[config.mk]
export PLATFORM = sky130hd
export DESIGN_NAME = tdm_demux_1_4
export DESIGN_NICKNAME = d
export VERILOG_FILES = /design/src/rtl/tdm_demux_1_4.sv
export SDC_FILE = /design/constraint.sdc
export NUM_CORES = 1
export LEC_CHECK = 0
export ABC_AREA = 1
export CORE_ASPECT_RATIO = 0.5
export CORE_MARGIN = 1
export CORE_UTILIZATION = 40
export CTS_BUF_LIST = sky130_fd_sc_hd__clkbuf_8
export CTS_CLUSTER_DIAMETER = 30
export DETAILED_ROUTE_END_ITERATION = 8
export PLACE_DENSITY = 0.66
export SLEW_MARGIN = 40
export SYNTH_ARGS = -nofsm -noshare
export SYNTH_HDL_FRONTEND = slang
export SYNTH_SLANG_ARGS = --single-unit
[constraint.sdc]
create_clock -name clk -period 3.4 [get_ports clk]
set_input_delay 0.51 -clock clk [delete_from_list [all_inputs] [get_ports clk]]
set_output_delay 0.51 -clock clk [all_outputs]
set_load 0.03 [all_outputs]
[src/rtl/tdm_demux_1_4.sv]
// tdm_demux_1_4: one-to-four time-division demultiplexer.
// Collects four valid beats into one registered frame, with SYNC alignment.
//
// Ports:
//   clk         rising-edge clock
//   rst         synchronous active-high reset
//   d           multiplexed data beat (W bits)
//   valid       d carries a beat this cycle
//   sync        with valid: beat is slot 0 of a frame
//   err_clr     clears sync_err (a same-cycle misalignment wins)
//   q           registered frame; lane i at q[W*i +: W]
//   frame_valid one-cycle pulse when q holds a new frame
//   slot        slot index the next valid beat will occupy
//   sync_err    sticky misalignment flag
//   frame_cnt   completed frames, modulo 256
module tdm_demux_1_4 #(
   parameter int W = 2
) (
   input  logic           clk,
   input  logic           rst,
   input  logic [W-1:0]   d,
   input  logic           valid,
   input  logic           sync,
   input  logic           err_clr,
   output logic [4*W-1:0] q,
   output logic           frame_valid,
   output logic [1:0]     slot,
   output logic           sync_err,
   output logic [7:0]     frame_cnt
);

   logic [W-1:0] sh0;
   logic [W-1:0] sh1;
   logic [W-1:0] sh2;

   // Exactly one of these is set on a valid beat.
   logic misalign;
   logic complete;
   logic stash;

   always_comb begin
      misalign = 1'b0;
      complete = 1'b0;
      stash    = 1'b0;
      if (valid) begin
         misalign = sync && (slot != 2'd0);
         complete = !misalign && (slot == 2'd3);
         stash    = !misalign && (slot != 2'd3);
      end
   end

   always_ff @(posedge clk) begin
      if (rst) begin
         sh0         <= '0;
         sh1         <= '0;
         sh2         <= '0;
         q           <= '0;
         slot        <= 2'd0;
         frame_valid <= 1'b0;
         sync_err    <= 1'b0;
         frame_cnt   <= 8'd0;
      end else begin
         frame_valid <= 1'b0;
         if (err_clr) begin
            sync_err <= 1'b0;
         end
         if (valid) begin
            unique case (1'b1)
               misalign: begin
                  // Restart the frame at this beat; partial frame dropped.
                  sh0      <= d;
                  slot     <= 2'd1;
                  sync_err <= 1'b1;
               end
               complete: begin
                  q           <= {d, sh2, sh1, sh0};
                  slot        <= 2'd0;
                  frame_valid <= 1'b1;
                  frame_cnt   <= frame_cnt + 8'd1;
               end
               stash: begin
                  unique case (slot)
                     2'd0:    sh0 <= d;
                     2'd1:    sh1 <= d;
                     default: sh2 <= d;
                  endcase
                  slot <= slot + 2'd1;
               end
               default: ;
            endcase
         end
      end
   end

endmodule
==> impl_metrics.prom, run 1 <==
# TYPE chip_impl_metric gauge
chip_impl_metric{name="globalRouteOverflowTotal",unit=""} 0
chip_impl_metric{name="finalWeightedCongestion",unit=""} 0.727
chip_impl_metric{name="timing_hold_violations_final",unit=""} 0
chip_impl_metric{name="power.ir.vdd_worst",unit="mV"} 0.194
chip_impl_metric{name="layout-drive-gt1-share",unit="%"} 6.15
chip_impl_metric{name="setup_viol",unit=""} 0
chip_impl_info{name="mostFrequentLayoutCell",value="sky130_fd_sc_hd__nor2_1"} 1
chip_impl_metric{name="numCtsBuffers",unit=""} 3
chip_impl_metric{name="leakage",unit="nW"} 0.635
chip_impl_metric{name="setup_total_negative_slack",unit="ns"} 0
chip_impl_info{name="timing.setup.critical_path_class",value="reg -> out"} 1
chip_impl_metric{name="synth.avg_cell_area",unit="µm²"} 7.44
chip_impl_metric{name="htreeDepth",unit=""} 1
chip_impl_metric{name="tightest_slew",unit="ns"} 0.492
chip_impl_info{name="worstHoldPathType",value="reg -> reg"} 1
chip_impl_metric{name="holdBufCountCts",unit=""} 0
chip_impl_metric{name="die-area",unit="mm²"} 0.00310
chip_impl_metric{name="total_routed_length",unit="µm"} 2130
chip_impl_metric{name="cts_max_path_buffers",unit=""} 2
chip_impl_metric{name="finish.net_count",unit=""} 192
chip_impl_metric{name="detail_route.drc_violations",unit=""} 0
chip_impl_metric{name="synth.top_cell.area_share",unit="%"} 45.4
chip_impl_metric{name="cts_sinks",unit=""} 26
chip_impl_metric{name="ys_types",unit=""} 21
chip_impl_info{name="synthTopCellsByArea",value="sky130_fd_sc_hd__dfxtp_1 (45%), sky130_fd_sc_hd__nor2_1 (8.8%), sky130_fd_sc_hd__inv_1 (7.9%)"} 1
chip_impl_metric{name="hold_depth",unit=""} 2
chip_impl_info{name="critPathLaunchType",value="register"} 1
chip_impl_metric{name="routed-via-count",unit=""} 982
chip_impl_metric{name="delay_of_the_slowest_critical_path_stage",unit="ns"} 0.71
chip_impl_info{name="crit_chain",value="clkdlybuf4s50_1"} 1
chip_impl_metric{name="post_cts_resize_count",unit=""} 0
chip_impl_metric{name="postRouteAntennaNets",unit=""} 0
chip_impl_metric{name="worst-r2r-setup-slack",unit="ns"} 1.87
chip_impl_metric{name="area_of_the_core",unit="mm²"} 0.00265
chip_impl_metric{name="wire_length_of_the_first_global_routing_pass",unit="µm"} 3530
chip_impl_info{name="highest_count_cells_in_the_layout_ignoring_fill_and_taps",value="sky130_fd_sc_hd__nor2_1 (27), sky130_fd_sc_hd__dfxtp_1 (26), sky130_fd_sc_hd__clkdlybuf4s50_1 (26), sky130_fd_sc_hd__inv_1 (24), sky130_fd_sc_hd__nand2_1 (21)"} 1
chip_impl_metric{name="dr.pass1.iters",unit=""} 4
chip_impl_metric{name="via_count_of_the_first_global_routing_pass",unit=""} 831
chip_impl_metric{name="synth-seq-cells",unit=""} 26
chip_impl_metric{name="synth.cell_area",unit="mm²"} 0.00115
chip_impl_metric{name="fin_area",unit="mm²"} 0.00147
chip_impl_metric{name="tot_gr_track_use",unit="%"} 15.3
chip_impl_metric{name="crit_path_max_fanout",unit=""} 6
chip_impl_metric{name="average_wire_per_standard_cell",unit="µm"} 9.87
chip_impl_metric{name="crit_required",unit="ns"} 2.89
chip_impl_metric{name="grt_max_degree",unit=""} 22
chip_impl_metric{name="design.portCount",unit=""} 27
chip_impl_metric{name="worstPathArrival",unit="ns"} 1.44
chip_impl_info{name="clock-root-buffer",value="sky130_fd_sc_hd__clkbuf_8"} 1
chip_impl_metric{name="maxSlewViolCount",unit=""} 0
chip_impl_info{name="timing.rr.start",value="slot[0]$_SDFFE_PP0P_"} 1
chip_impl_metric{name="die_w",unit="µm"} 77.7
chip_impl_info{name="crit_path_end_kind",value="primary output"} 1
chip_impl_metric{name="reg2reg_depth",unit=""} 9
chip_impl_info{name="outcome",value="complete, no violations"} 1
chip_impl_info{name="worst_hold_path.endpoint",value="sync_err$_SDFF_PP0_"} 1
chip_impl_metric{name="max_freq",unit="GHz"} 0.514
chip_impl_info{name="cts_tree",value="yes"} 1
chip_impl_metric{name="placed_cells",unit=""} 213
chip_impl_metric{name="power.total",unit="µW"} 554
chip_impl_metric{name="cts.repair_timing.setup_buffer_count",unit=""} 0
chip_impl_metric{name="die_height",unit="µm"} 39.9
chip_impl_metric{name="worst_skew_pair.late_latency",unit="ns"} 0.27
chip_impl_metric{name="antennaDiodeCount",unit=""} 0
chip_impl_metric{name="vias_per_cell",unit=""} 4.55
chip_impl_metric{name="synthCells",unit=""} 154
chip_impl_info{name="synth_area_leader_cell",value="sky130_fd_sc_hd__dfxtp_1"} 1
chip_impl_metric{name="final_worst_path_period_share",unit="%"} 57.3
chip_impl_metric{name="p_per_area",unit="mW/mm²"} 378
chip_impl_metric{name="num_rows",unit=""} 13
chip_impl_metric{name="relSlewSlack",unit="%"} 67.2
chip_impl_info{name="timing.rr.end",value="frame_cnt[7]$_SDFFE_PP0P_"} 1
chip_impl_metric{name="floorplan.initialDensity",unit="%"} 43.2
chip_impl_info{name="unrepaired_setup_endpoints_after_global_routing",value="no"} 1
chip_impl_metric{name="drv.max_cap_violation_count",unit=""} 0
chip_impl_metric{name="placed_area",unit="mm²"} 0.00143
chip_impl_metric{name="layout.cells.non_filler",unit=""} 216
chip_impl_metric{name="areaGrowthSynthToFinish",unit="%"} 28.1
chip_impl_info{name="critical_path.slowest_cell",value="sky130_fd_sc_hd__clkdlybuf4s50_1"} 1
chip_impl_metric{name="synth_fp_nets",unit=""} 165
chip_impl_info{name="holdCritStartpoint",value="sync_err$_SDFF_PP0_"} 1
chip_impl_metric{name="period_minus_slack",unit="ns"} 1.95
chip_impl_metric{name="fin_skew",unit="ns"} 0.00260
chip_impl_metric{name="placement.io_buffers",unit=""} 26
chip_impl_metric{name="dp_hpwl",unit="µm"} 1650
chip_impl_metric{name="grt_antenna_before_repair",unit=""} 0
chip_impl_info{name="kind_of_cell_with_the_highest_combined_delay_on_the_critical_path",value="buffers and inverters"} 1
chip_impl_metric{name="ys_seq_area_share",unit="%"} 45.4
chip_impl_metric{name="clkTransAtPathRegs",unit="ns"} 0.08
chip_impl_metric{name="yosys_warnings",unit=""} 0
chip_impl_metric{name="cp.buffers_inverters",unit=""} 1
chip_impl_metric{name="initialDrtViolationCount",unit=""} 46
## how the worst max path moves through the flow
stage | from | end | cells after the start
final | frame_cnt[2]$_SDFFE_PP0P_ | frame_cnt[2] | 1
after global routing | frame_cnt[2]$_SDFFE_PP0P_ | frame_cnt[2] | 1
after CTS | frame_cnt[2]$_SDFFE_PP0P_ | frame_cnt[2] | 1
after detailed placement | valid | frame_cnt[7]$_SDFFE_PP0P_ | 8
after global placement | valid | frame_cnt[7]$_SDFFE_PP0P_ | 8
after floorplan | slot[0]$_SDFFE_PP0P_ | q[6]$_SDFFE_PP0P_ | 7
## synth_stat cells
cell type,instances
sky130_fd_sc_hd__inv_2,1
sky130_fd_sc_hd__ha_1,4
sky130_fd_sc_hd__o21ai_1,1
sky130_fd_sc_hd__buf_4,1
sky130_fd_sc_hd__o211ai_1,2
sky130_fd_sc_hd__nor2_1,27
sky130_fd_sc_hd__a21oi_2,1
sky130_fd_sc_hd__o21ai_0,14
sky130_fd_sc_hd__nor2_2,1
sky130_fd_sc_hd__nand3_1,7
sky130_fd_sc_hd__buf_6,1
sky130_fd_sc_hd__nand2_2,2
sky130_fd_sc_hd__or2_2,1
sky130_fd_sc_hd__clkbuf_1,2
sky130_fd_sc_hd__inv_1,24
sky130_fd_sc_hd__nand4_1,4
sky130_fd_sc_hd__a21oi_1,12
sky130_fd_sc_hd__nand2_1,21
sky130_fd_sc_hd__nor2_8,1
sky130_fd_sc_hd__nor2_4,1
sky130_fd_sc_hd__dfxtp_1,26
## sequential cells by signal, indices dropped and copies added, names as in the netlist
signal	count
sh2	2
sync_err	1
sh1	2
slot	2
frame_valid	1
sh0	2
frame_cnt	8
q	8
## cells by family after synthesis
logic type                 after synthesis  synth area share [%]
and+or+nand+nor                         65                  25.9
AOI/OAI and AO/OA                       30                  13.9
buffers and inverters                   29                  10.5
DFF                                     26                  45.4
adders and majority gates                4                  4.37
## power by group
part	switching [mW]	internal, mW
sequential	0.00581	0.314
combinational	0.0386	0.0263
clock	0.0901	0.0793
## per-stage QoR
| stage | setup WS (ns) | utilization (%) | hold slack, ns |
|---|---|---|---|
| 3_3_place_gp | 1.42 | 53.8 | 0.441 |
| 4_1_cts | 1.45 | 55.4 | 0.468 |
| 5_1_grt | 1.40 | 55.4 | 0.490 |
| 2_1_floorplan | 1.81 | - | 0.424 |
| 6_report | 1.45 | 55.4 | 0.466 |
| 3_5_place_dp | 1.37 | 53.8 | 0.455 |
## final cells by class
type                       instances  area, µm²
clock buffer                       3       41.3
tap                               37       46.3
fill                             256       1180
sequential                        26        520
inverter                          25       93.8
multi-input combinational         99        505
timing repair buffer              26        260
## layer usage
metal / global-route usage [%] / part of all wire (%) / routed length, µm / vias up
met2: 26.3 / 44 / 948 / 14
met3: 5.58 / 3.1 / 66 / 0
met5: 0 / 0 / 0 / -
met4: 3.30 / 0 / 0 / 0
li1: - / - / - / 535
met1: 18.8 / 52 / 1120 / 433
No activity file was read; power rests on OpenSTA's default activity.
==> run 2: changes to the inputs <==
clock period = 1.8 ns   (was 3.4 ns; I/O delays follow)
==> impl_metrics.prom, run 2 (synthesis results as in run 1) <==
# TYPE chip_impl_metric gauge
chip_impl_metric{name="grt_antenna_before_repair",unit=""} 0
chip_impl_metric{name="via_count_of_the_first_global_routing_pass",unit=""} 822
chip_impl_metric{name="initialDrtViolationCount",unit=""} 24
chip_impl_metric{name="die_height",unit="µm"} 39.9
chip_impl_metric{name="power.ir.vdd_worst",unit="mV"} 0.372
chip_impl_metric{name="worstPathArrival",unit="ns"} 1.42
chip_impl_metric{name="dp_hpwl",unit="µm"} 1730
chip_impl_metric{name="met3_usage",unit="%"} 5.58
chip_impl_metric{name="globalRouteOverflowTotal",unit=""} 0
chip_impl_info{name="critical_path.slowest_cell",value="sky130_fd_sc_hd__clkdlybuf4s50_1"} 1
chip_impl_metric{name="die_w",unit="µm"} 77.7
chip_impl_metric{name="holdBufCountCts",unit=""} 0
chip_impl_info{name="kind_of_cell_with_the_highest_combined_delay_on_the_critical_path",value="buffers and inverters"} 1
chip_impl_metric{name="timing_hold_violations_final",unit=""} 0
chip_impl_metric{name="drv.max_cap_violation_count",unit=""} 0
chip_impl_info{name="mostFrequentLayoutCell",value="sky130_fd_sc_hd__nor2_1"} 1
chip_impl_metric{name="met2_usage",unit="%"} 28.1
chip_impl_metric{name="cts.repair_timing.setup_buffer_count",unit=""} 0
chip_impl_metric{name="maxSlewViolCount",unit=""} 0
chip_impl_metric{name="clkTransAtPathRegs",unit="ns"} 0.09
chip_impl_info{name="grt-busiest-layer",value="met2"} 1
chip_impl_metric{name="design.portCount",unit=""} 27
chip_impl_metric{name="average_wire_per_standard_cell",unit="µm"} 10.3
chip_impl_metric{name="crit_path_max_fanout",unit=""} 6
chip_impl_metric{name="max_freq",unit="GHz"} 0.591
chip_impl_metric{name="int_pwr",unit="µW"} 801
chip_impl_metric{name="finish.net_count",unit=""} 196
chip_impl_metric{name="routed-via-count",unit=""} 1015
chip_impl_info{name="crit_path_end_kind",value="primary output"} 1
chip_impl_metric{name="dpl_worst_slack",unit="ns"} 0.157
chip_impl_metric{name="dr.pass1.iters",unit=""} 4
chip_impl_metric{name="global_route.usage.met1",unit="%"} 18.6
chip_impl_info{name="critPathLaunchType",value="register"} 1
chip_impl_info{name="clock-root-buffer",value="sky130_fd_sc_hd__clkbuf_8"} 1
chip_impl_metric{name="relSlewSlack",unit="%"} 79.0
chip_impl_metric{name="numCtsBuffers",unit=""} 3
chip_impl_metric{name="placed_area",unit="mm²"} 0.00147
chip_impl_metric{name="tot_gr_track_use",unit="%"} 16.3
chip_impl_metric{name="layout-drive-gt1-share",unit="%"} 8.20
chip_impl_metric{name="power_frac_seq",unit="%"} 56.6
chip_impl_metric{name="areaGrowthSynthToFinish",unit="%"} 31.8
chip_impl_metric{name="period_minus_slack",unit="ns"} 1.69
chip_impl_metric{name="sw_power",unit="µW"} 266
chip_impl_metric{name="postLayoutCoreUtil",unit="%"} 57.0
chip_impl_metric{name="floorplan.initialDensity",unit="%"} 43.2
chip_impl_metric{name="comb_pwr_share",unit="%"} 12.4
chip_impl_metric{name="cts_max_path_buffers",unit=""} 2
chip_impl_metric{name="fin_skew",unit="ns"} 0.00116
chip_impl_metric{name="finalWeightedCongestion",unit=""} 0.749
chip_impl_metric{name="fin_ws",unit="ns"} 0.109
chip_impl_metric{name="tightest_slew",unit="ns"} 0.315
chip_impl_metric{name="p_per_area",unit="mW/mm²"} 707
chip_impl_info{name="crit_chain",value="clkdlybuf4s50_1"} 1
chip_impl_metric{name="detail_route.drc_violations",unit=""} 0
chip_impl_info{name="unrepaired_setup_endpoints_after_global_routing",value="no"} 1
chip_impl_metric{name="leakage",unit="nW"} 0.660
chip_impl_metric{name="placed_cells",unit=""} 217
chip_impl_info{name="outcome",value="complete, no violations"} 1
chip_impl_info{name="worstHoldPathType",value="reg -> reg"} 1
chip_impl_metric{name="pwr-share-clk",unit="%"} 31.0
chip_impl_metric{name="delay_of_the_slowest_critical_path_stage",unit="ns"} 0.71
chip_impl_metric{name="layout.cells.non_filler",unit=""} 220
chip_impl_info{name="largestRegisters",value="frame_cnt: 8 flops, q: 8 flops"} 1
chip_impl_info{name="cts_tree",value="yes"} 1
chip_impl_info{name="timing.setup.critical_path_class",value="reg -> out"} 1
chip_impl_metric{name="die-area",unit="mm²"} 0.00310
chip_impl_metric{name="worst_skew_pair.late_latency",unit="ns"} 0.27
chip_impl_metric{name="postRouteAntennaNets",unit=""} 0
chip_impl_metric{name="post_cts_resize_count",unit=""} 0
chip_impl_metric{name="setup_total_negative_slack",unit="ns"} 0
chip_impl_metric{name="cts_sinks",unit=""} 26
chip_impl_metric{name="fin_area",unit="mm²"} 0.00151
chip_impl_metric{name="wire_length_of_the_first_global_routing_pass",unit="µm"} 3570
chip_impl_metric{name="num_rows",unit=""} 13
chip_impl_metric{name="final_worst_path_period_share",unit="%"} 94.0
chip_impl_metric{name="grt_max_degree",unit=""} 20
chip_impl_metric{name="htreeDepth",unit=""} 1
chip_impl_metric{name="placement.io_buffers",unit=""} 26
chip_impl_metric{name="antennaDiodeCount",unit=""} 0
chip_impl_metric{name="vias_per_cell",unit=""} 4.61
chip_impl_metric{name="cp.buffers_inverters",unit=""} 1
chip_impl_metric{name="area_of_the_core",unit="mm²"} 0.00265
chip_impl_metric{name="crit_required",unit="ns"} 1.53
chip_impl_metric{name="total_routed_length",unit="µm"} 2270
chip_impl_metric{name="power.share.switching",unit="%"} 25.0
chip_impl_info{name="highest_count_cells_in_the_layout_ignoring_fill_and_taps",value="sky130_fd_sc_hd__nor2_1 (27), sky130_fd_sc_hd__dfxtp_1 (26), sky130_fd_sc_hd__clkdlybuf4s50_1 (26), sky130_fd_sc_hd__inv_1 (24), sky130_fd_sc_hd__nand2_1 (21)"} 1
chip_impl_metric{name="setup_viol",unit=""} 0
[run 2: changes by cell type in the layout (fill, tap and decap cells not counted)]
| cell | before | now |
|---|---|---|
| sky130_fd_sc_hd__buf_4 | 0 | 3 |
| sky130_fd_sc_hd__buf_12 | 0 | 1 |
[run 2: layer usage]
metal  wire length, µm  share of wire (%)
met1              1130                 50
met4                40                1.8
met5                 0                  0
met3                84                3.7
met2              1010                 44
[run 2: final cells by class]
| class | instances | area [µm²] |
|---|---|---|
| multi-input cells | 99 | 505 |
| fillers | 253 | 1140 |
| inverters | 25 | 93.8 |
| repair buffers | 30 | 303 |
| flip-flops and latches | 26 | 520 |
| well taps | 37 | 46.3 |
| clock buffers | 3 | 41.3 |
[run 2: path summary, 6_finish.rpt]
kind                                                start                   endpoint  slack, ns  cells after the start
worst max-delay path            frame_cnt[2]$_SDFFE_PP0P_               frame_cnt[2]       0.11                      1
worst min-delay path                  sh2[0]$_SDFFE_PP0P_          q[4]$_SDFFE_PP0P_       0.46                      2
worst max register to register       slot[0]$_SDFFE_PP0P_  frame_cnt[7]$_SDFFE_PP0P_       0.22                      9
worst min register to register        sh2[0]$_SDFFE_PP0P_          q[4]$_SDFFE_PP0P_       0.46                      2
[run 2: metrics by stage]
step	power, mW	hold WS, ns
floorplan	0.695	0.339
global placement	0.749	0.437
detailed placement	0.752	0.447
CTS	1.08	0.460
global route	1.11	0.476
finish	1.07	0.455
[run 2: power by group through the flow]
stage	Clock [mW]	Sequential, mW	Combinational (mW)
after floorplan	0	0.631	0.0633
after global placement	0	0.617	0.131
after detailed placement	0	0.618	0.134
after CTS	0.338	0.604	0.134
after global routing	0.356	0.606	0.147
final	0.331	0.604	0.132
==> run 3: changes to the inputs <==
--- a/config.mk
+++ b/config.mk
@@ -14,2 +14,3 @@
 export DETAILED_ROUTE_END_ITERATION = 8
+export MAX_ROUTING_LAYER = met4
 export PLACE_DENSITY = 0.66
==> constraint.sdc (replaced) <==
create_clock -name clk -period 1.8 [get_ports clk]
set_input_delay 0.36 -clock clk [delete_from_list [all_inputs] [get_ports clk]]
set_output_delay 0.36 -clock clk [all_outputs]
set_load 0.03 [all_outputs]
==> impl_metrics.prom, run 3 (synthesis results as in run 1) <==
# TYPE chip_impl_metric gauge
chip_impl_info{name="crit_chain",value="clkdlybuf4s50_1"} 1
chip_impl_info{name="timing.rr.start",value="slot[0]$_SDFFE_PP0P_"} 1
chip_impl_metric{name="final_worst_path_period_share",unit="%"} 96.3
chip_impl_info{name="highest_count_cells_in_the_layout_ignoring_fill_and_taps",value="sky130_fd_sc_hd__nor2_1 (27), sky130_fd_sc_hd__dfxtp_1 (26), sky130_fd_sc_hd__clkdlybuf4s50_1 (25), sky130_fd_sc_hd__inv_1 (24), sky130_fd_sc_hd__nand2_1 (21)"} 1
chip_impl_info{name="unrepaired_setup_endpoints_after_global_routing",value="no"} 1
chip_impl_metric{name="n_fill_cell",unit=""} 263
chip_impl_metric{name="routed-via-count",unit=""} 1016
chip_impl_metric{name="crit_path_max_fanout",unit=""} 5
chip_impl_metric{name="placed_area",unit="mm²"} 0.00148
chip_impl_info{name="timing.rr.end",value="frame_cnt[5]$_SDFFE_PP0P_"} 1
chip_impl_info{name="holdCritStartpoint",value="sh2[0]$_SDFFE_PP0P_"} 1
chip_impl_metric{name="power.ir.vdd_worst",unit="mV"} 0.393
chip_impl_metric{name="num_rows",unit=""} 13
chip_impl_metric{name="worst-r2r-setup-slack",unit="ns"} 0.21
chip_impl_metric{name="numCtsBuffers",unit=""} 3
chip_impl_metric{name="dr.pass1.iters",unit=""} 4
chip_impl_metric{name="design.portCount",unit=""} 27
chip_impl_metric{name="worstPathArrival",unit="ns"} 1.37
chip_impl_info{name="mostFrequentLayoutCell",value="sky130_fd_sc_hd__nor2_1"} 1
chip_impl_metric{name="globalRouteOverflowTotal",unit=""} 0
chip_impl_metric{name="critical_path_depth",unit=""} 1
chip_impl_metric{name="total_routed_length",unit="µm"} 2300
chip_impl_info{name="grt-busiest-layer",value="met2"} 1
chip_impl_metric{name="cts_max_path_buffers",unit=""} 2
chip_impl_metric{name="area_of_the_core",unit="mm²"} 0.00265
chip_impl_metric{name="average_wire_per_standard_cell",unit="µm"} 10.4
chip_impl_metric{name="areaGrowthSynthToFinish",unit="%"} 32.6
chip_impl_metric{name="cp.buffers_inverters",unit=""} 1
chip_impl_metric{name="die_w",unit="µm"} 77.7
chip_impl_metric{name="clkTransAtPathRegs",unit="ns"} 0.09
chip_impl_metric{name="leakage",unit="nW"} 0.679
chip_impl_metric{name="via_count_of_the_first_global_routing_pass",unit=""} 810
chip_impl_metric{name="finalWeightedCongestion",unit=""} 0.757
chip_impl_metric{name="setup_viol",unit=""} 0
chip_impl_metric{name="floorplan.initialDensity",unit="%"} 43.2
chip_impl_metric{name="crit_required",unit="ns"} 1.44
chip_impl_metric{name="grt_max_degree",unit=""} 20
chip_impl_info{name="critical_path.slowest_cell",value="sky130_fd_sc_hd__clkdlybuf4s50_1"} 1
chip_impl_info{name="timing.setup.critical_path_class",value="reg -> out"} 1
chip_impl_metric{name="worst_skew_pair.late_latency",unit="ns"} 0.27
chip_impl_info{name="outcome",value="complete, no violations"} 1
chip_impl_metric{name="p_per_area",unit="mW/mm²"} 699
chip_impl_metric{name="layout-drive-gt1-share",unit="%"} 8.70
chip_impl_metric{name="global_route.usage.met1",unit="%"} 18.7
chip_impl_metric{name="die-area",unit="mm²"} 0.00310
chip_impl_metric{name="antennaDiodeCount",unit=""} 0
chip_impl_metric{name="grt_antenna_before_repair",unit=""} 0
chip_impl_metric{name="delay_of_the_slowest_critical_path_stage",unit="ns"} 0.70
chip_impl_info{name="worstHoldPathType",value="reg -> reg"} 1
chip_impl_metric{name="dp_hpwl",unit="µm"} 1750
chip_impl_info{name="kind_of_cell_with_the_highest_combined_delay_on_the_critical_path",value="buffers and inverters"} 1
chip_impl_info{name="largestRegisters",value="frame_cnt: 8 flops, q: 8 flops"} 1
chip_impl_info{name="critPathLaunchType",value="register"} 1
chip_impl_metric{name="tightest_slew",unit="ns"} 0.315
chip_impl_metric{name="fin_skew",unit="ns"} 0.00390
chip_impl_metric{name="post_cts_resize_count",unit=""} 0
chip_impl_metric{name="setup_total_negative_slack",unit="ns"} 0
chip_impl_metric{name="initialDrtViolationCount",unit=""} 42
chip_impl_metric{name="tot_gr_track_use",unit="%"} 16.3
chip_impl_info{name="crit_path_end_kind",value="primary output"} 1
chip_impl_info{name="timing.critical_path.to",value="frame_cnt[1]"} 1
chip_impl_metric{name="period_minus_slack",unit="ns"} 1.73
chip_impl_metric{name="detail_route.drc_violations",unit=""} 0
chip_impl_metric{name="maxSlewViolCount",unit=""} 0
chip_impl_info{name="worst_setup_path_start",value="frame_cnt[1]$_SDFFE_PP0P_"} 1
chip_impl_metric{name="finish.net_count",unit=""} 197
chip_impl_metric{name="wire_length_of_the_first_global_routing_pass",unit="µm"} 3530
chip_impl_metric{name="cts_sinks",unit=""} 26
chip_impl_metric{name="htreeDepth",unit=""} 1
chip_impl_metric{name="drv.max_cap_violation_count",unit=""} 0
chip_impl_metric{name="reg2reg_depth",unit=""} 8
chip_impl_metric{name="max_freq",unit="GHz"} 0.577
chip_impl_info{name="cts_tree",value="yes"} 1
chip_impl_metric{name="met3_usage",unit="%"} 5.81
chip_impl_metric{name="multi_input_comb_area",unit="µm²"} 505
chip_impl_info{name="clock-root-buffer",value="sky130_fd_sc_hd__clkbuf_8"} 1
chip_impl_metric{name="met2_usage",unit="%"} 26.8
chip_impl_metric{name="holdBufCountCts",unit=""} 0
chip_impl_metric{name="cts.repair_timing.setup_buffer_count",unit=""} 0
chip_impl_metric{name="placement.io_buffers",unit=""} 26
chip_impl_metric{name="fin_area",unit="mm²"} 0.00152
chip_impl_metric{name="relSlewSlack",unit="%"} 78.9
chip_impl_metric{name="layout.area.seq",unit="µm²"} 520
chip_impl_metric{name="timing_hold_violations_final",unit=""} 0
chip_impl_metric{name="postRouteAntennaNets",unit=""} 0
chip_impl_metric{name="vias_per_cell",unit=""} 4.60
chip_impl_metric{name="die_height",unit="µm"} 39.9
## run 3: worst min-delay path by stage
stage | slack (ns) | endpoint | cells after the start
6_report | 0.46 | q[4]$_SDFFE_PP0P_ | 2
5_1_grt | 0.48 | q[4]$_SDFFE_PP0P_ | 2
4_1_cts | 0.46 | q[4]$_SDFFE_PP0P_ | 2
3_5_place_dp | 0.45 | q[4]$_SDFFE_PP0P_ | 2
3_3_place_gp | 0.44 | q[4]$_SDFFE_PP0P_ | 2
2_1_floorplan | 0.42 | q[4]$_SDFFE_PP0P_ | 2
## run 3: final cells by class
class	instances	area share, %
clock buffer	3	2.72
inverter	25	6.17
multi-input combinational	99	33.3
sequential	26	34.2
tap	37	3.05
timing repair buffer	31	20.6
## run 3: report_power, final
part / switching (mW) / internal, mW / total [mW]
registers: 0.0112 / 0.593 / 0.604
logic: 0.0761 / 0.0572 / 0.133
clock network: 0.175 / 0.150 / 0.325
total: 0.262 / 0.800 / 1.06
## run 3: stage by stage
step           util, %  instances  power [mW]  worst slack [ns]  hold slack (ns)
2_1_floorplan        -        154       0.695             0.206            0.424
3_3_place_gp      55.7        218       0.749             0.128            0.438
3_5_place_dp      55.7        218       0.752            0.0628            0.452
4_1_cts           57.2        221        1.08           0.00870            0.465
5_1_grt           57.3        221        1.11           0.00842            0.479
6_report          57.3        221        1.06            0.0668            0.459
## run 3: per-layer routing
| layer | part of all wire, % | vias to the layer above | routed length, µm |
|---|---|---|---|
| met5 | 0 | - | 0 |
| met4 | 1.3 | 0 | 29 |
| met3 | 4.4 | 4 | 102 |
| met2 | 46 | 18 | 1050 |
| met1 | 48 | 446 | 1110 |
| li1 | - | 548 | - |
